$ cat src/rtl/spi_dac_scheduler.sv
// Shares one 4-channel SPI DAC between four sample streams: latest-sample holding
// registers, round-robin arbitration and a clk/2 serializer for 24-bit frames.
module spi_dac_scheduler #(
    parameter logic [3:0] CMD       = 4'b0011,
    parameter int         MIN_GAP   = 2,
    parameter bit         OVERWRITE = 1'b1
) (
    input  logic        clk,
    input  logic        reset,
    input  logic        wr_valid,
    output logic        wr_ready,
    input  logic [1:0]  wr_chan,
    input  logic [11:0] wr_data,
    output logic        spi_sck,
    output logic        spi_sdo,
    output logic        spi_dac_cs,
    output logic        busy,
    output logic        frame_done,
    output logic [1:0]  done_chan
);

    localparam logic [1:0] S_IDLE  = 2'd0;
    localparam logic [1:0] S_SHIFT = 2'd1;
    localparam logic [1:0] S_GAP   = 2'd2;
    localparam int         GW      = (MIN_GAP > 1) ? $clog2(MIN_GAP) : 1;

    logic [1:0]    state;
    logic [11:0]   hold [4];
    logic [3:0]    pending;
    logic [1:0]    last_chan;
    logic [1:0]    cur_chan;
    logic [23:0]   shreg;
    logic [5:0]    bit_cnt;
    logic [GW-1:0] gap_cnt;

    logic          wr_fire;
    logic          grant_any;
    logic [1:0]    grant_chan;
    logic          do_grant;
    logic [3:0]    grant_mask;
    logic [3:0]    write_mask;

    assign wr_ready   = OVERWRITE ? 1'b1 : ~pending[wr_chan];
    assign wr_fire    = wr_valid & wr_ready;
    assign do_grant   = (state == S_IDLE) && grant_any;
    assign grant_mask = do_grant ? (4'b0001 << grant_chan) : 4'b0000;
    assign write_mask = wr_fire ? (4'b0001 << wr_chan) : 4'b0000;
    assign spi_sdo    = shreg[23];

    // Scan from the channel after the last served one; the lowest offset wins.
    always_comb begin
        grant_any  = 1'b0;
        grant_chan = last_chan;
        for (int k = 4; k >= 1; k--) begin
            if (pending[last_chan + 2'(k)]) begin
                grant_any  = 1'b1;
                grant_chan = last_chan + 2'(k);
            end
        end
    end

    // A write in the grant cycle re-sets the bit the grant clears, so it is never lost.
    always_ff @(posedge clk) begin
        if (reset) begin
            pending <= 4'b0000;
            for (int i = 0; i < 4; i++) hold[i] <= '0;
        end else begin
            pending <= (pending & ~grant_mask) | write_mask;
            if (wr_fire) hold[wr_chan] <= wr_data;
        end
    end

    always_ff @(posedge clk) begin
        if (reset) begin
            state      <= S_IDLE;
            last_chan  <= 2'd3;
            cur_chan   <= 2'd0;
            shreg      <= '0;
            bit_cnt    <= '0;
            gap_cnt    <= '0;
            spi_sck    <= 1'b0;
            spi_dac_cs <= 1'b1;
            busy       <= 1'b0;
            frame_done <= 1'b0;
            done_chan  <= 2'd0;
        end else begin
            frame_done <= 1'b0;
            case (state)
                S_IDLE: begin
                    if (do_grant) begin
                        shreg      <= {CMD, 2'b00, grant_chan, hold[grant_chan], 4'h0};
                        cur_chan   <= grant_chan;
                        last_chan  <= grant_chan;
                        bit_cnt    <= '0;
                        spi_sck    <= 1'b0;
                        spi_dac_cs <= 1'b0;
                        busy       <= 1'b1;
                        state      <= S_SHIFT;
                    end
                end
                S_SHIFT: begin
                    if (bit_cnt == 6'd47) begin
                        shreg      <= '0;
                        spi_sck    <= 1'b0;
                        spi_dac_cs <= 1'b1;
                        busy       <= 1'b0;
                        frame_done <= 1'b1;
                        done_chan  <= cur_chan;
                        gap_cnt    <= '0;
                        state      <= S_GAP;
                    end else begin
                        bit_cnt <= bit_cnt + 6'd1;
                        spi_sck <= ~spi_sck;
                        if (spi_sck) shreg <= {shreg[22:0], 1'b0};
                    end
                end
                S_GAP: begin
                    if (gap_cnt == GW'(MIN_GAP - 1)) state <= S_IDLE;
                    else gap_cnt <= gap_cnt + 1'b1;
                end
                default: state <= S_IDLE;
            endcase
        end
    end

endmodule

$ cat config.mk
export PLATFORM = sky130hd
export DESIGN_NAME = spi_dac_scheduler
export DESIGN_NICKNAME = d
export VERILOG_FILES = /design/src/rtl/spi_dac_scheduler.sv
export SDC_FILE = /design/constraint.sdc
export NUM_CORES = 1
export LEC_CHECK = 0
export BUFFER_PORTS_ARGS = -buffer_cell sky130_fd_sc_hd__buf_4
export CORE_AREA = 2 2 71 124
export CTS_CLUSTER_SIZE = 12
export DETAILED_ROUTE_END_ITERATION = 7
export DIE_AREA = 0 0 73 126
export GPL_TIMING_DRIVEN = 1
export PLACE_DENSITY = 0.7
export SYNTH_ARGS = -nofsm -noshare
export SYNTH_HDL_FRONTEND = slang
export SYNTH_SLANG_ARGS = --single-unit
$ cat constraint.sdc
create_clock -name clk -period 3.8 [get_ports clk]
set_input_delay 0.57 -clock clk [delete_from_list [all_inputs] [get_ports clk]]
set_output_delay 0.57 -clock clk [all_outputs]
set_load 0.005 [all_outputs]
### Word level (Yosys, flattened, before mapping)

Memories as Yosys holds them, arrays and structs flattened.
Cells that the tools add are included.

* register bits after elaboration: 47
* bits in latches: 0
* bits in writable memories: 48
* memory bits (read-only): 0
* input bits: 17
* output and inout port bits: 8
* logic and storage cells: 98
* memories kept: 1

Memories
* hold: depth 4, bits a word 12, rd ports 1, clocked after memory_dff 0, write ports 4, RTL line 28 `logic [11:0] hold [4];`

* add/sub/neg operators: 5
* multipliers: 0
* div/mod/pow operators: 0
* order comparisons: 4
* equality and inequality tests: 8
* shifts and indexed selects: 2
* mux-type cells: 47
* bitwise operators: 5
* reduce and logical (&&, ||, !) cells: 14

Operator list (count)
* 24-bit two-way mux: 3
* 24-bit case mux with 2 select lines: 1
* 1-bit two-way mux: 21
* 2-bit two-way mux: 7
* 2-bit by 3-bit less-than comparator with 1-bit output (second input constant): 4
* 12-bit two-way mux: 1
* 6-bit two-way mux: 2
* 6-bit case mux with 2 select lines: 1
* 3-bit AND reduction: 4
* 12-bit OR reduction: 1
* 1-bit binary-select mux with 2-bit select: 4
* 4-bit two-way mux: 2
* 2-bit != test (second input constant): 4
* 1-bit case mux with 2 select lines: 4
* 2-bit AND reduction: 4
* 1-bit by 2-bit left shift with 4-bit output (first input constant): 2
* 6-bit by 1-bit adder with 6-bit output (second input constant): 1
* 6-bit equality test (second input constant): 1
* 2-bit case mux with 3 select lines: 1
* 2-bit adder (second input constant): 2
* 4-bit bitwise AND: 1
* 4-bit NOT: 1
* 4-bit OR: 1
* 2-bit nonzero test: 2
* 9 further kinds: 10

### Depth between registers and ports, before layout

Gate-level depths: netlist of the first run.

* depth after elaboration: 11
* mapped depth: 8
* mapped depth without buffers: 6

### Least setup slack after synthesis of the first run

No wires, ideal clock.

* kind: input to register
* from: input wr_valid
* to: memory hold[0][0] (enable)
* library setup time: 0.350 ns
* data arrival time: 1.914 ns
* data required time: 3.450 ns
* slack: 1.535 ns
* stages: 5
* path buffers: 2
* cell sequence: nor2b_1 -> or3b_2 -> clkbuf_1 -> clkbuf_1 -> nand2_1

RTL lines
* start: declaration: RTL line 10 `input logic wr_valid,`
* end: declaration: RTL line 28

### Worst setup path after layout of the first run

* from: register pending[0]
* to: register shreg[8]

* cells in the longest elaborated chain, start to end: 9
* elaborated cells on any way between the ends: 21
* those cells by class: 1 x eq/ne; 17 x mux; 2 x reduce/logical; 1 x memory

RTL lines
* start: declaration: RTL line 29 `logic [3:0] pending;`
* start signal: assignment: RTL line 68 `pending <= (pending & ~grant_mask) | write_mask;`
* branches (longest 9 deep; another with memory 4 x 12 bit)
* end signal: assignment: RTL line 91 `shreg <= {CMD, 2'b00, grant_chan, hold[grant_chan], 4'h0};`
* end signal: assignment: RTL line 114 `if (spi_sck) shreg <= {shreg[22:0], 1'b0};`
* end: declaration: RTL line 32 `logic [23:0] shreg;`

Parallel ways; which one is timed is not known. The select of a mux whose other input is x is not followed.
A chain may end at the register's enable or synchronous reset.

==> results of run 1 <==
## cell type report
class                   instances  area share
repair buffers                 27      0.0426
well taps                      92      0.0242
clock buffers                   9      0.0473
flip-flops and latches         91       0.484
clock inverters                 6      0.0121
inverters                      36      0.0284
multi-input cells             272       0.362
## power by group
| part | internal (mW) | switching [mW] | leakage [nW] |
|---|---|---|---|
| logic | 0.153 | 0.252 | 0.765 |
| clock network | 0.500 | 0.345 | 0.137 |
| registers | 1.12 | 0.0503 | 0.818 |
## synth_stat cells (all sizes together)
library cell	instances
or3	2
o221ai	11
and3	2
nand3	15
clkbuf	20
o21bai	1
a211oi	23
a32o	1
buf	8
nor2b	5
nand2b	2
nand4b	1
xor2	3
nor2	46
nor3	15
o211ai	1
nand4	2
o311ai	2
o21ba	1
o21a	2
mux4	1
or3b	4
o21ai	7
nor4b	10
xnor2	2
edfxtp	48
and2	14
a311oi	1
dfxtp	43
nor3b	1
nor4	1
nand3b	2
and4b	1
a21oi	29
ha	1
and3b	1
a2111oi	10
or2	2
mux2i	2
conb	1
a31o	1
nand2	46
inv	36
## through the flow
step	util	instance area (µm²)	cells	power [mW]	worst slack, ns
detailed placement	0.546	4480	518	1.60	1.21
floorplan	-	4280	427	1.50	1.54
global route	0.580	4760	533	2.53	0.945
global placement	0.546	4480	518	1.59	1.27
finish	0.580	4760	533	2.42	1.21
CTS	0.580	4760	533	2.44	1.19
## worst paths after layout
| kind | startpoint | endpoint | slack [ns] |
|---|---|---|---|
| max | pending[0] | shreg[8] | 1.21 |
| min | cur_chan[1] | done_chan[1] | 0.45 |
| max reg2reg | pending[0] | shreg[8] | 1.21 |
| min reg2reg | cur_chan[1] | done_chan[1] | 0.45 |
## worst reg2reg max path: stages, from the launching register on
cell       delay, ns
dfxtp_1         0.41
nor4_1          0.12
a21oi_1         0.70
nand3_2         0.57
a2111oi_0       0.58
a211oi_1        0.08
## kinds of logic (layout without fill, tap and decap cells)
logic type | count (synthesis) | count (layout)
fa+ha+maj | 1 | 1
mux | 3 | 3
compound gates | 90 | 90
other cells | 1 | 1
buf+inv | 64 | 78
flops | 91 | 91
simple gates | 172 | 172
xor+xnor | 5 | 5
## flip-flops by register name, indices dropped and copies added (netlist names)
register,cells
busy,1
frame_done,1
state,2
gap_cnt,1
bit_cnt,6
done_chan,2
hold,48
cur_chan,2
spi_dac_cs,1
shreg,20
pending,4
last_chan,2
spi_sck,1
## per-layer routing
metal | global-route usage | up-vias | routed length [µm]
met5 | 0 | - | 0
li1 | - | 1536 | -
met3 | 0.0448 | 10 | 181
met4 | 0.0828 | 0 | 115
met1 | 0.214 | 1467 | 3390
met2 | 0.366 | 47 | 4910
==> flow_metrics.py, run 1 <==
metrics = {
    "timing": {
        "setup_violations": 0,
        "hold_ws_ns": 0.453,
        "finalClockSkew_ns": 0.00318,
        "hold_violations": 0,
        "fin_crit_sh": 0.682,
        "grt_setup_unrepaired": "no",
        "finalCriticalPeriod_ns": 2.59,
        "fmax_ghz": 0.386,
        "worstMarginPinSlew_ns": 0.845,
        "slew_headroom": 0.436,
        "setup_tns_ns": 0,
        "slew_violations": 0,
    },
    "routing": {
        "ant_nets": 0,
        "drtIter0Drc": 142,
        "vias_per_cell": 5.74,
        "drt-total-wl_um": 8590,
        "drt_pass1_iterations": 4,
        "route.detailed.drc": 0,
        "vias": 3060,
        "wl_per_cell_um": 16.1,
    },
    "layout": {
        "fillers": 701,
        "final_cell_mix": "48 x edfxtp_1, 46 x nand2_1, 46 x nor2_1, 43 x dfxtp_1, 35 x inv_1",
        "area_growth_syn_to_layout_pct": 11.1,
        "antenna_cells": 0,
        "multi_input_area_um2": 1720,
        "layout_commonest_cell": "edfxtp_1",
        "register_area_um2": 2300,
        "nets": 455,
        "drive_above_1_share": 0.138,
    },
    "global_route": {
        "grt_max_degree": 25,
        "antenna_found_initial": 0,
        "gr-total-overflow": 0,
        "grt_pass1_wl_um": 14400,
        "track_usage": 0.201,
        "first_global_vias": 3179,
    },
    "synth": {
        "synthTopCellsByArea": "edfxtp_1 34%, dfxtp_1 20%, a2111oi_4 4.5%",
        "synth_largest_area_cell": "edfxtp_1",
        "yosys-mux-area-fraction": 0.00993,
        "ys_warn_count": 0,
        "synth_compound_area_frac": 0.176,
        "ys_seq_elements": 91,
        "seq_area_frac_synth": 0.537,
        "synth_xor_area_frac": 0.0102,
        "synthesis.area_um2": 4280,
        "yosysUniqueCellTypes": 51,
        "netlist_instances": 427,
        "synthSimpleGateAreaFrac": 0.202,
        "avgSynthCellArea_um2": 10.0,
        "syn_nets": 445,
        "synthAdderAreaFrac": 0.00292,
        "synth_top_area_frac": 0.336,
        "synth_top_family_by_area": "simple AND/OR/NAND/NOR gates",
    },
    "worst_setup_path": {
        "crit_fanout": 11,
        "rr_worst_depth": 5,
        "cp_slowest_cell": "a21oi_1",
        "arrival_ns": 2.80,
        "critPathMaxStageDelay_ns": 0.69,
        "crit_type": "reg2reg",
        "worst-endpoint-required_ns": 4.01,
        "cp.depth": 5,
        "cp_cell_sequence": "nor4_1 > a21oi_1 > nand3_2 > a2111oi_0 > a211oi_1",
        "path_delay_family": "compound AO/OA/AOI/OAI gates",
        "cp-start-kind": "flip-flop",
        "cp_num_buf_inv": 0,
        "worstSetupEndpointType": "flip-flop",
    },
    "clocking": {
        "clk_latency_ns": 0.33,
        "cts.sinks": 91,
        "cts-resized-gates": 0,
        "htree_num_levels": 3,
        "cts_hold_buf": 0,
        "clockRootBuffer": "clkbuf_16",
        "cts_setup_buffers": 0,
        "cts_tree": "yes",
        "clk_pin_slew_ns": 0.06,
        "cts.path.max_buffers": 2,
        "cts_buffers": 9,
    },
    "pwr": {
        "p_per_area_nw_per_um2": 509,
        "leakagePower_nw": 1.72,
        "peakVddDrop_mv": 0.329,
    },
    "floorplanning": {
        "die_area_um2": 9200,
        "row_count": 44,
        "die_h_um": 126,
        "start_util": 0.522,
        "die_w_um": 73,
        "io_pins": 25,
        "core_um2": 8200,
    },
    "status": {
        "status": "finished clean",
    },
    "placed_design": {
        "gp_congestion": 0.845,
        "io_buffers": 23,
        "dpl.hpwl_um": 6470,
    },
    "job": {
        "cap_viol_max_count": 0,
    },
    "hold_path": {
        "hold_path.class": "reg2reg",
        "min_path_cells": 2,
    },
}
Note: power is estimated with default switching activity, not from simulation.
==> inputs of run 2 (changes only) <==
clock period = 2.55 ns   (was 3.8 ns; I/O delays follow)
==> run 2 against run 1 <==
  * Clock power grew 64%
  * Critical path depth grew 1
  * Non-clock buffer count grew 11
  * Final cell count grew 2.3%
  * Combinational power grew 59%
  * Critical path type unchanged
==> flow_metrics.py, run 2 (synthesis gave the netlist of run 1 again) <==
metrics = {
    "status": {
        "status": "finished clean",
    },
    "layout": {
        "drive_above_1_share": 0.157,
        "final_cells": 545,
        "antenna_cells": 0,
        "top_regs": "hold x48, shreg x20, bit_cnt x6",
        "fin_area_um2": 4890,
        "nets": 466,
        "largest-register": "hold",
        "layout_commonest_cell": "edfxtp_1",
        "largest_reg_flops": 48,
        "final_cell_mix": "48 x edfxtp_1, 46 x nand2_1, 46 x nor2_1, 43 x dfxtp_1, 37 x buf_4",
        "area_growth_syn_to_layout_pct": 14.1,
    },
    "clocking": {
        "clk_pin_slew_ns": 0.06,
        "cts-resized-gates": 0,
        "cts_hold_buf": 0,
        "cts_setup_buffers": 0,
        "cts_buffers": 9,
        "clk_latency_ns": 0.34,
        "cts.sinks": 91,
        "htree_num_levels": 3,
        "clockRootBuffer": "clkbuf_16",
        "cts.path.max_buffers": 2,
        "cts_tree": "yes",
    },
    "pwr": {
        "leakagePower_nw": 1.79,
        "power_mw": 3.78,
        "p_per_area_nw_per_um2": 773,
        "peakVddDrop_mv": 0.416,
    },
    "floorplanning": {
        "die_w_um": 73,
        "die_area_um2": 9200,
        "start_util": 0.522,
        "io_pins": 25,
        "core_um2": 8200,
        "row_count": 44,
        "die_h_um": 126,
    },
    "global_route": {
        "antenna_found_initial": 0,
        "grt_max_degree": 25,
        "grt_pass1_wl_um": 14500,
        "track_usage": 0.204,
        "gr-total-overflow": 0,
        "first_global_vias": 3114,
    },
    "timing": {
        "slew_violations": 0,
        "grt_setup_unrepaired": "no",
        "slew_headroom": 0.605,
        "hold_violations": 0,
        "fin_crit_sh": 0.854,
        "fmax_ghz": 0.459,
        "worstMarginPinSlew_ns": 0.588,
        "finalCriticalPeriod_ns": 2.18,
        "hold_ws_ns": 0.328,
        "setup_tns_ns": 0,
        "setup_violations": 0,
        "finalClockSkew_ns": 0.00346,
    },
    "routing": {
        "drt-total-wl_um": 8620,
        "vias_per_cell": 5.66,
        "route.detailed.drc": 0,
        "wl_per_cell_um": 15.8,
        "drt_pass1_iterations": 4,
        "drtIter0Drc": 162,
        "vias": 3085,
        "ant_nets": 0,
    },
    "job": {
        "cap_viol_max_count": 0,
    },
    "worst_setup_path": {
        "arrival_ns": 2.39,
        "crit_type": "reg2reg",
        "crit_fanout": 22,
        "worst-endpoint-required_ns": 2.77,
        "cp-start-kind": "flip-flop",
        "worstSetupEndpointType": "flip-flop",
    },
    "placed_design": {
        "io_buffers": 23,
        "place_area_um2": 4570,
        "placed_cells_incl_taps": 529,
        "gp_congestion": 0.814,
        "dpl.hpwl_um": 6490,
    },
    "hold_path": {
        "hold_path.class": "in2reg",
    },
}
## run 2: power breakdown
group	internal [mW]	switching (mW)
clock network	0.855	0.535
logic	0.259	0.388
registers	1.67	0.0688
## run 2: stage by stage
stage	setup slack, ns	util
2_1_floorplan	0.473	-
3_3_place_gp	0.461	0.557
3_5_place_dp	0.400	0.557
4_1_cts	0.384	0.596
5_1_grt	0.251	0.596
6_report	0.374	0.596
## run 2: final timing paths
kind / from / to / slack [ns] / cells after the start
max: pending[1] / shreg[9] / 0.37 / 6
min: wr_data[9] / hold[2][9] / 0.33 / 2
max reg2reg: pending[1] / shreg[9] / 0.37 / 6
min reg2reg: shreg[22] / shreg[22] / 0.46 / 2
## run 2: layer usage
metal / vias to the layer above / wire (µm) / track usage / part of all wire
met5: - / 0 / 0 / 0
met4: 0 / 226 / 0.103 / 0.026
met3: 16 / 267 / 0.0328 / 0.031
met2: 51 / 4720 / 0.363 / 0.55
met1: 1453 / 3410 / 0.226 / 0.40
li1: 1565 / - / - / -
## run 2: layout make-up
class	count	area, µm²
Timing Repair Buffer	38	298
Multi-Input combinational cell	272	1720
Clock inverter	7	91.3
Clock buffer	9	225
Sequential cell	91	2300
Tap cell	92	115
Inverter	36	135
Fill cell	715	3310
## run 2: worst max-delay path: stages (launching register included)
cell	delay [ns]
dfxtp_1	0.34
nor2b_1	0.16
o21ba_2	0.36
or3_1	0.54
buf_12	0.23
a2111oi_4	0.33
a211oi_1	0.09
==> inputs of run 3 (changes only) <==
CORE_AREA = 2 2 73 128   (was 2 2 71 124)
CTS_CLUSTER_DIAMETER = 50   (was unset)
DIE_AREA = 0 0 75 130   (was 0 0 73 126)
PLACE_DENSITY = 0.66   (was 0.7)
==> run 3 against run 2 <==
  * Power grew 0.48%
  * Combinational power is essentially flat
  * Non-clock buffer count grew 1
  * Critical path type unchanged
  * Largest cell class unchanged
  * Highest routed layer unchanged
==> flow_metrics.py, run 3 (synthesis gave the netlist of run 1 again) <==
metrics = {
    "pwr": {
        "combPwrFrac": 0.171,
        "leakagePower_nw": 1.80,
        "power.switching_mw": 1.01,
        "p_sw_frac": 0.266,
        "peakVddDrop_mv": 0.483,
        "p_per_area_nw_per_um2": 770,
        "clockPowerShare": 0.371,
        "internal_power_mw": 2.79,
        "seqPwrFrac": 0.458,
    },
    "worst_setup_path": {
        "endpoint": "shreg[10]",
        "worst-endpoint-required_ns": 2.78,
        "cp_slowest_cell": "or3_1",
        "rr_worst_depth": 6,
        "r2r_start": "pending[1]",
        "cp_cell_sequence": "nor2b_1 > o21ba_2 > or3_1 > buf_12 > a2111oi_4 > a211oi_1",
        "worstSetupEndpointType": "flip-flop",
        "crit_fanout": 22,
        "critPathMaxStageDelay_ns": 0.54,
        "r2r_setup_slack_ns": 0.38,
        "r2r-end": "shreg[10]",
        "arrival_ns": 2.40,
        "crit_type": "reg2reg",
        "crit_start": "pending[1]",
        "cp-start-kind": "flip-flop",
    },
    "layout": {
        "area_growth_syn_to_layout_pct": 15.1,
        "nets": 467,
        "largest_reg_flops": 48,
        "layout_commonest_cell": "edfxtp_1",
        "final_cells": 574,
        "fillers": 787,
        "drive_above_1_share": 0.163,
        "antenna_cells": 0,
        "final_cell_mix": "48 x edfxtp_1, 46 x nand2_1, 46 x nor2_1, 43 x dfxtp_1, 38 x buf_4",
        "largest-register": "hold",
        "top_regs": "hold x48, shreg x20, bit_cnt x6",
    },
    "timing": {
        "hold_violations": 0,
        "fmax_ghz": 0.461,
        "fin_crit_sh": 0.852,
        "finalClockSkew_ns": 0.00669,
        "setup_violations": 0,
        "finalCriticalPeriod_ns": 2.17,
        "setup_tns_ns": 0,
        "slew_violations": 0,
        "slew_headroom": 0.613,
        "grt_setup_unrepaired": "no",
        "worstMarginPinSlew_ns": 0.576,
        "hold_ws_ns": 0.325,
    },
    "floorplanning": {
        "row_count": 46,
        "die_h_um": 130,
        "die_area_um2": 9750,
        "io_pins": 25,
        "core_um2": 8810,
        "die_w_um": 75,
        "start_util": 0.487,
    },
    "global_route": {
        "grt_max_degree": 25,
        "track_usage": 0.199,
        "grt_pass1_wl_um": 14700,
        "first_global_vias": 3104,
        "antenna_found_initial": 0,
        "gr-total-overflow": 0,
    },
    "routing": {
        "drt-total-wl_um": 8710,
        "drt_pass1_iterations": 4,
        "drtIter0Drc": 179,
        "wl_per_cell_um": 15.2,
        "route.detailed.drc": 0,
        "vias_per_cell": 5.41,
        "vias": 3107,
        "ant_nets": 0,
    },
    "placed_design": {
        "io_buffers": 23,
        "gp_congestion": 0.817,
        "placed_cells_incl_taps": 558,
        "dpl.hpwl_um": 6510,
    },
    "clocking": {
        "cts_tree": "yes",
        "cts_hold_buf": 0,
        "cts.path.max_buffers": 2,
        "htree_num_levels": 3,
        "clk_pin_slew_ns": 0.06,
        "clk_latency_ns": 0.35,
        "cts-resized-gates": 0,
        "cts_buffers": 9,
        "cts.sinks": 91,
        "clockRootBuffer": "clkbuf_16",
        "cts_setup_buffers": 0,
    },
    "job": {
        "cap_viol_max_count": 0,
    },
    "hold_path": {
        "hold_path.class": "in2reg",
    },
    "status": {
        "status": "finished clean",
    },
}
==> run 3: area by class of cell <==
cell class                 count  area [µm²]  share of cell area
inverter                      36         135              0.0274
tap                          120         150              0.0304
clock inverter                 7        91.3              0.0185
sequential                    91        2300               0.467
timing repair buffer          39         305              0.0619
multi-input combinational    272        1720               0.349
clock buffer                   9         225              0.0457
==> run 3: routing by layer <==
metal,GRT usage,part of all wire
met5,0,0
met2,0.349,0.54
met1,0.231,0.42
met3,0.0332,0.021
met4,0.0872,0.020
==> run 3: metrics by stage <==
stage	instance area [µm²]	setup WS, ns	power [mW]	utilization
global placement	4610	0.450	2.41	0.524
detailed placement	4610	0.394	2.42	0.524
finish	4930	0.379	3.80	0.560
floorplan	4280	0.473	2.24	-
global route	4930	0.240	3.96	0.560
CTS	4930	0.379	3.82	0.560
==> run 3: power by group through the flow <==
| stage | registers [mW] | clock network, mW | logic [mW] |
|---|---|---|---|
| 2_1_floorplan | 1.75 | 0 | 0.487 |
| 3_3_place_gp | 1.77 | 0 | 0.644 |
| 3_5_place_dp | 1.77 | 0 | 0.654 |
| 4_1_cts | 1.74 | 1.42 | 0.657 |
| 5_1_grt | 1.75 | 1.48 | 0.723 |
| 6_report | 1.74 | 1.41 | 0.650 |
==> run 3: worst max-delay path: cells and delay by family, from the launching register on <==
family | cells | cell delay, ns
compound gates | 3 | 0.78
simple gates | 2 | 0.70
buf+inv | 1 | 0.23
flops | 1 | 0.34
==> run 3: how the worst min path moves through the flow <==
stage                              end   startpoint  slack (ns)  cells past startpoint
final                       hold[2][8]   wr_data[8]        0.32                      2
after global routing        hold[2][8]   wr_data[8]        0.33                      2
after detailed placement     shreg[23]    shreg[23]        0.45                      2
after global placement       shreg[22]    shreg[22]        0.44                      2
after floorplan           done_chan[0]  cur_chan[0]        0.43                      2
after CTS                   hold[2][8]   wr_data[8]        0.32                      2
